[config.mk]
export PLATFORM = sky130hd
export DESIGN_NAME = fir_stream
export DESIGN_NICKNAME = d
export VERILOG_FILES = /design/src/rtl/fir_pkg.sv /design/src/rtl/fir_adder_tree.sv /design/src/rtl/fir_stream.sv
export SDC_FILE = /design/constraint.sdc
export NUM_CORES = 1
export LEC_CHECK = 0
export ABC_AREA = 0
export BUFFER_PORTS_ARGS = -buffer_cell sky130_fd_sc_hd__buf_2
export CORE_MARGIN = 4
export CORE_UTILIZATION = 50
export CTS_BUF_LIST = sky130_fd_sc_hd__clkbuf_8
export DETAILED_ROUTE_END_ITERATION = 7
export HOLD_SLACK_MARGIN = 0.02
export PLACE_DENSITY_LB_ADDON = 0.1
export SLEW_MARGIN = 20
export SYNTH_ARGS = -nofsm -noshare
export SYNTH_HDL_FRONTEND = slang
export SYNTH_HIERARCHICAL = 1
export SYNTH_SLANG_ARGS = --single-unit
[constraint.sdc]
create_clock -name clk -period 10 [get_ports clk]
set_input_delay 1.5 -clock clk [delete_from_list [all_inputs] [get_ports clk]]
set_output_delay 1.5 -clock clk [all_outputs]
set_load 0.005 [all_outputs]
[src/rtl/fir_pkg.sv]
// fir_pkg: shared constants and sizing helpers for the fir_stream filter.
// Imported by the RTL and by the testbench so both agree on widths.
package fir_pkg;

   // Clocks from an accepted sample to its out_valid pulse.
   localparam int FIR_LAT = 2;

   // Coefficient value after reset: an all-ones set gives a moving sum.
   localparam int COEF_RST_VAL = 1;

   // Ceiling log2 for sizing indices and accumulator growth.
   function automatic int clog2(input int value);
      int res;
      int rem;
      res = 0;
      rem = value - 1;
      while (rem > 0) begin
         res = res + 1;
         rem = rem >> 1;
      end
      return res;
   endfunction

   // Full-precision accumulator width: one product plus growth for the sum.
   function automatic int acc_width(input int data_w, input int coef_w, input int taps);
      return data_w + coef_w + clog2(taps);
   endfunction

   // Larger of two widths.
   function automatic int max_int(input int a, input int b);
      return (a > b) ? a : b;
   endfunction

endpackage

[src/rtl/fir_adder_tree.sv]
// fir_adder_tree: combinational pairwise sum of TAPS unsigned products.
// Leaves beyond TAPS are padded with zero up to the next power of two, so
// every level halves the node count and the depth is clog2(TAPS) adders.
module fir_adder_tree
   import fir_pkg::*;
#(
   parameter int TAPS   = 5,
   parameter int PROD_W = 16,
   parameter int ACC_W  = 19
) (
   input  logic [TAPS-1:0][PROD_W-1:0] prod,
   output logic [ACC_W-1:0]            sum
);

   localparam int LEVELS = clog2(TAPS);
   localparam int LEAVES = 1 << LEVELS;

   logic [ACC_W-1:0] node_s [LEVELS+1][LEAVES];

   // Reduce the products level by level; level 0 holds the zero-padded leaves.
   always_comb begin
      for (int l = 0; l <= LEVELS; l++) begin
         for (int i = 0; i < LEAVES; i++) begin
            node_s[l][i] = {ACC_W{1'b0}};
         end
      end
      for (int i = 0; i < TAPS; i++) begin
         node_s[0][i] = ACC_W'(prod[i]);
      end
      for (int l = 0; l < LEVELS; l++) begin
         for (int i = 0; i < (LEAVES >> (l + 1)); i++) begin
            node_s[l+1][i] = node_s[l][2*i] + node_s[l][2*i+1];
         end
      end
   end

   assign sum = node_s[LEVELS][0];

endmodule

[src/rtl/fir_stream.sv]
// fir_stream: parametrised unsigned streaming FIR filter.
// Accepted samples shift into a delay line, products are registered one
// clock later and the summed, sized result is registered one clock after
// that, giving a fixed 2-clock latency at one sample per clock.
// Build option: define FIR_STREAM_SAT_EN to clip out_data at all-ones and
// raise out_sat; without it out_data keeps the low OUT_W bits and out_sat
// is held at 0. Ports and latency are identical in both builds.
module fir_stream
   import fir_pkg::*;
#(
   parameter int TAPS   = 5,
   parameter int DATA_W = 8,
   parameter int COEF_W = 8,
   parameter int OUT_W  = 10,
   parameter int SHIFT  = 0
) (
   input  logic                   clk,
   input  logic                   rst,
   input  logic                   clr,
   input  logic                   in_valid,
   input  logic [DATA_W-1:0]      in_data,
   input  logic                   coef_we,
   input  logic [clog2(TAPS)-1:0] coef_addr,
   input  logic [COEF_W-1:0]      coef_data,
   output logic                   out_valid,
   output logic [OUT_W-1:0]       out_data,
   output logic                   out_sat
);

   localparam int PROD_W = DATA_W + COEF_W;
   localparam int ACC_W  = acc_width(DATA_W, COEF_W, TAPS);

   logic [DATA_W-1:0]           tap_r  [TAPS];
   logic [COEF_W-1:0]           coef_r [TAPS];
   logic [TAPS-1:0][PROD_W-1:0] prod_r;
   // vld_r[0]: sample sits in the delay line; vld_r[1]: its products are registered.
   logic [FIR_LAT-1:0]          vld_r;
   logic [ACC_W-1:0]            acc_s;
   logic                        addr_ok_s;
   logic [OUT_W-1:0]            sized_s;
   logic                        sat_s;
   logic                        out_valid_r;
   logic [OUT_W-1:0]            out_data_r;
   logic                        out_sat_r;

   // Writes to indices past the last tap are dropped.
   assign addr_ok_s = (32'(coef_addr) < TAPS);

   // Delay line: shift on each accepted sample, zero on flush, hold otherwise.
   always_ff @(posedge clk or posedge rst) begin
      if (rst) begin
         for (int k = 0; k < TAPS; k++) begin
            tap_r[k] <= {DATA_W{1'b0}};
         end
      end else if (clr) begin
         for (int k = 0; k < TAPS; k++) begin
            tap_r[k] <= {DATA_W{1'b0}};
         end
      end else if (in_valid) begin
         tap_r[0] <= in_data;
         for (int k = 1; k < TAPS; k++) begin
            tap_r[k] <= tap_r[k-1];
         end
      end
   end

   // Coefficient bank: reset to the moving-sum set, flush leaves it alone.
   always_ff @(posedge clk or posedge rst) begin
      if (rst) begin
         for (int k = 0; k < TAPS; k++) begin
            coef_r[k] <= COEF_W'(COEF_RST_VAL);
         end
      end else if (coef_we && addr_ok_s) begin
         coef_r[coef_addr] <= coef_data;
      end
   end

   // Product stage: sees the coefficients as they stood before this edge's write.
   always_ff @(posedge clk or posedge rst) begin
      if (rst) begin
         prod_r <= {(TAPS*PROD_W){1'b0}};
      end else if (clr) begin
         prod_r <= {(TAPS*PROD_W){1'b0}};
      end else begin
         for (int k = 0; k < TAPS; k++) begin
            prod_r[k] <= PROD_W'(tap_r[k]) * PROD_W'(coef_r[k]);
         end
      end
   end

   // Valid pipe tracking each accepted sample through the two stages.
   always_ff @(posedge clk or posedge rst) begin
      if (rst) begin
         vld_r <= {FIR_LAT{1'b0}};
      end else if (clr) begin
         vld_r <= {FIR_LAT{1'b0}};
      end else begin
         vld_r <= {vld_r[FIR_LAT-2:0], in_valid};
      end
   end

   fir_adder_tree #(
      .TAPS   (TAPS),
      .PROD_W (PROD_W),
      .ACC_W  (ACC_W)
   ) u_adder_tree (
      .prod (prod_r),
      .sum  (acc_s)
   );

`ifdef FIR_STREAM_SAT_EN
   localparam int WIDE_W = max_int(ACC_W, OUT_W) + 1;

   logic [WIDE_W-1:0] shifted_s;

   // Clip to all-ones whenever the shifted sum needs more than OUT_W bits.
   always_comb begin
      shifted_s = WIDE_W'(acc_s) >> SHIFT;
      if (|shifted_s[WIDE_W-1:OUT_W]) begin
         sized_s = {OUT_W{1'b1}};
         sat_s   = 1'b1;
      end else begin
         sized_s = shifted_s[OUT_W-1:0];
         sat_s   = 1'b0;
      end
   end
`else
   // Keep the low OUT_W bits of the shifted sum; larger results wrap.
   always_comb begin
      sized_s = OUT_W'(acc_s >> SHIFT);
      sat_s   = 1'b0;
   end
`endif

   // Output register: one-clock pulse per sample whose products were valid.
   always_ff @(posedge clk or posedge rst) begin
      if (rst) begin
         out_valid_r <= 1'b0;
         out_data_r  <= {OUT_W{1'b0}};
         out_sat_r   <= 1'b0;
      end else if (clr) begin
         out_valid_r <= 1'b0;
         out_sat_r   <= 1'b0;
      end else if (vld_r[FIR_LAT-1]) begin
         out_valid_r <= 1'b1;
         out_data_r  <= sized_s;
         out_sat_r   <= sat_s;
      end else begin
         out_valid_r <= 1'b0;
         out_sat_r   <= 1'b0;
      end
   end

   assign out_valid = out_valid_r;
   assign out_data  = out_data_r;
   assign out_sat   = out_sat_r;

endmodule

## After elaboration in Yosys (flattened, before gate mapping)

Index checks and enable logic that the tools add are counted.

| storage, ports and cells | value |
|---|---|
| flip-flop bits (word level) | 143 |
| output and inout port bits | 12 |
| logic and storage cells | 45 |
| input port bits | 24 |

| operators by class | value |
|---|---|
| magnitude comparators | 3 |
| bitwise operators | 2 |
| mux-type cells | 9 |
| multiply operators | 5 |
| add/subtract/negate cells | 4 |
| reduce and logical (&&, ||, !) cells | 4 |

Operators with widths:

| kind | number |
|---|---|
| 40-bit 2-to-1 mux | 2 |
| 74-bit 2-to-1 mux | 1 |
| 8-bit by 8-bit multiplier with 16-bit output | 4 |
| 10-bit adder | 4 |
| 40-bit bitwise mux | 1 |
| 8-bit demux with 3-bit select | 1 |
| 8-bit by 8-bit multiplier with 10-bit output | 1 |
| 8-bit 2-to-1 mux | 1 |
| 4-bit >= comparator, second input constant | 1 |
| 4-bit by 1-bit less-than comparator with 1-bit output, second input constant | 1 |
| 3-bit NOT with 4-bit output | 1 |
| 3-bit less-than comparator, second input constant | 1 |
| 1-bit logical AND | 2 |
| 1-bit 2-to-1 mux | 2 |
| 2-bit 2-to-1 mux | 1 |
| 2-bit AND reduction | 1 |
| 2-bit nonzero test | 1 |
| 1-bit NOT | 1 |

## Depth between registers and ports, before layout

| logic depth | value |
|---|---|
| depth after elaboration | 6 |
| gate-level depth with buffers | 15 |
| gate-level depth less buffers | 15 |

## Hierarchy

Netlist, hierarchy kept.

By module, submodules not included:

| module | area each (µm²) | times used | seq. area each (µm²) | cells each |
|---|---|---|---|---|
| fir_stream | 16419.5 | 1 | 4335.4 | 1624 |
| fir_adder_tree | 2258.4 | 1 | 0.0 | 295 |

## Worst setup path after synthesis

Ideal clock, no wire load.

| timing path | value |
|---|---|
| path kind | register to register |
| from | register tap_r[5] (netlist name) |
| to | register, netlist name prod_r[79] |
| arrival | 4.069 ns |
| setup slack | 5.804 ns |
| cell stages (with the launch flop) | 15 |
| buffers on the path | 0 |
| period minus slack after synthesis | 4.196 ns |
| data required time | 9.872 ns |
| library setup time | 0.128 ns |
| cells stage by stage | dfrtp_1 > nand2_1 > fa_1 > fa_1 > inv_1 > fa_1 > inv_1 > fa_1 > inv_1 > ha_1 > a21o_1 > a221oi_2 > o21ai_2 > a41oi_2 > mux2_1 |

RTL lines:

| item | RTL line | text |
|---|---|---|
| start, declared | fir_stream.sv:33 | `logic [DATA_W-1:0] tap_r [TAPS];` |
| start signal, assigned by index | fir_stream.sv:53 | `tap_r[k] <= {DATA_W{1'b0}};` |
| start signal, assigned by index | fir_stream.sv:57 | `tap_r[k] <= {DATA_W{1'b0}};` |
| start signal, assigned by index | fir_stream.sv:62 | `tap_r[k] <= tap_r[k-1];` |

## Final worst setup path

| timing path | value |
|---|---|
| from | register tap_r[34] (netlist name) |
| to | register prod_r[9] (netlist name) |

| on the way | value |
|---|---|
| cells in the longest elaborated chain, start to end | 2 |

RTL lines:

| item | RTL line | text |
|---|---|---|
| 8-bit by 8-bit multiplier with 16-bit output | fir_stream.sv:86 | `prod_r[k] <= PROD_W'(tap_r[k]) * PROD_W'(coef_r[k]);` |
| 74-bit 2-to-1 mux | fir_stream.sv:82 | `end else if (clr) begin` |
| end signal, assigned | fir_stream.sv:81 | `prod_r <= {(TAPS*PROD_W){1'b0}};` |
| end signal, assigned | fir_stream.sv:83 | `prod_r <= {(TAPS*PROD_W){1'b0}};` |
| end signal, assigned by index | fir_stream.sv:86 |  |
| end, declared | fir_stream.sv:35 | `logic [TAPS-1:0][PROD_W-1:0] prod_r;` |

Every way passes these cells.
A chain may end at the register's enable or synchronous reset.

==> run summary <==
Final Cell Area: 0.0142 mm2
WP data required: 10.33 ns
depth of the worst register-to-register path: 14
vias per cell: 4.85
number of iterations in the first detailed-routing pass: 4
final hold violation count: 0
worst hold path stage count: 1
Worst setup SP type: flip-flop
total of buffers placed on input and output ports: 34
worst slew margin relative to its limit: 0.375
Setup Total Neg Slack: 0 ns
number of cell rows: 59
number of buffers inserted during clock tree synthesis: 17
maximum clock insertion buffer count: 2
Final Max Tran Viols: 0
effective utilization at floorplan: 0.509
minimum setup slack after placement: 5.93 ns
wire length of the first global-routing pass: 47200 um
routed length per instance: 16.1 um
total number of clock tree sinks: 143
count of buffers added by post-CTS timing repair for setup: 0
highest fanout seen on the critical path: 10
fraction of layout instances using a drive strength above 1: 0.103
Cell Count, Final, Fillers Out: 1669
unrepaired setup endpoints after global routing: no
share of the core filled with cells: 0.542
Syn Inst Count: 1303
smallest setup slack after layout: 5.84 ns
P&R area growth vs syn: 6.56%
Core Footprint: 0.0261 mm2
syn_nets: 1607
Clock Skews: 0.0195 ns
outcome: finished clean
Hold Slack: 0.474 ns
diode insertion count for antenna repair: 0
Power Total: 1.63 mW
Tcrit/Tclk final: 0.416
initial antenna violation count: 0
final RePlAce weighted congestion: 0.805
iteration-0 DRC count of the detailed router: 359
number of global-route vias before repair: 8897
Die Width: 171 um
startpoint of the lowest-slack hold path: vld_r[0]
ratio of total power to cell area: 115 mW/mm2
worst slew pin tran: 0.936 ns
Clock Root Buffer: clkbuf_8
full die area: 0.0293 mm2
count of cells resized by post-cts repair: 0
Remaining Overflow, GRT: 0
endpoint kind of the worst setup timing path: flip-flop
total DRC errors in the routed layout: 0
mapped cell area: 0.0133 mm2
final antenna-violating net count: 0
maximum number of pins on one net before global-route repair: 88
arrival time at the worst endpoint: 4.49 ns
post-detail-place hpwl: 21200 um
CTS clk-pin slew, worst paths: 0.10 ns
reg2reg end: prod_r[9]
reg-to-reg critical path startpoint: tap_r[34]
worst voltage drop across the vdd grid: 0.0000710 V
minimum clock period: 4.16 ns
setup-violating endpoint count in the final report: 0
count of boundary I/O pins: 36
flop-to-flop setup slack: 5.84 ns
vertical die dimension: 171 um
number of vias in the routed layout: 8101
maximum capacitance violations: 0
upper clock frequency limit: 240 MHz
Worst Hold Class: reg -> reg
cell area after placement: 0.0138 mm2
leakage power total: 7.61 nW
Net count, final: 1625
clock latency reported for the late side of the worst-skew pair: 0.47 ns
Final Routed Wirelength: 26900 um
TritonCTS clock tree: yes
count of synthesis-stage warnings from yosys: 6
total number of H-tree levels: 4
Cell Count Post-Placement: 1637
total routing usage reported by global routing: 0.204
Post-Synthesis Mean Instance Area: 10.2 um2
worst min-delay path endpoint: vld_r[1]
Hold-fix buffers, CTS: 0
start-to-end type of the worst setup path: reg -> reg
==> sequential cells by signal, indices dropped and copies added (netlist names) <==
| name | cells |
|---|---|
| out_data | 10 |
| out_valid | 1 |
| vld_r | 2 |
| coef_r | 40 |
| prod_r | 50 |
| tap_r | 40 |
==> cell usage in the layout (no fill, tap or decap), types with 6 or more instances in the layout <==
cell type / n
dfrtp_1: 138
xor2_1: 11
buf_2: 34
xnor2_1: 19
nand3_1: 10
nor2b_1: 23
inv_1: 294
ha_1: 111
o211ai_1: 6
mux2i_1: 40
clkbuf_8: 17
nand2_1: 37
nor2_1: 74
mux2_2: 50
fa_1: 169
a21o_1: 10
inv_6: 6
a21oi_1: 22
and2_1: 210
==> layout make-up <==
cell class / instances / area (um2)
Fill cell: 2409 / 12000
Multi-Input combinational cell: 826 / 8450
Sequential cell: 143 / 3580
Inverter: 295 / 1110
Tap cell: 335 / 419
Clock buffer: 17 / 234
Timing Repair Buffer: 38 / 200
Clock inverter: 15 / 168
==> power breakdown <==
part	total (mW)	internal [mW]	switching, mW
clock	0.481	0.210	0.272
sequential	0.745	0.648	0.0970
combinational	0.403	0.180	0.223
total	1.63	1.04	0.592
==> worst max-delay path, stage by stage (launching register included) <==
cell and delay (ns):
dfrtp_1 0.61, nand2_1 0.14, fa_1 0.52, fa_1 0.49, inv_1 0.05, fa_1 0.47, inv_1 0.05, fa_1 0.48
inv_1 0.05, ha_1 0.36, a21oi_1 0.25, o21ai_0 0.13, a21oi_1 0.19, xor2_1 0.19, nor2_1 0.06
==> per-layer routing <==
| layer | GRT usage | vias up | routed length, um |
|---|---|---|---|
| met5 | 0 | - | 0 |
| met4 | 0.0496 | 0 | 431 |
| met3 | 0.0250 | 25 | 630 |
| met2 | 0.318 | 80 | 12200 |
| met1 | 0.309 | 4088 | 13700 |
| li1 | - | 3908 | - |
==> how the worst max path moves through the flow <==
stage / to / from / slack [ns] / cells past startpoint
global placement: prod_r[9] / tap_r[37] / 6.02 / 14
detailed placement: prod_r[9] / coef_r[34] / 5.93 / 14
global route: prod_r[9] / tap_r[34] / 5.67 / 14
CTS: prod_r[9] / coef_r[34] / 5.90 / 14
finish: prod_r[9] / tap_r[34] / 5.84 / 14
floorplan: coef_r[10] / rst / 4.67 / 1
No activity file was read; power rests on OpenSTA's default activity.
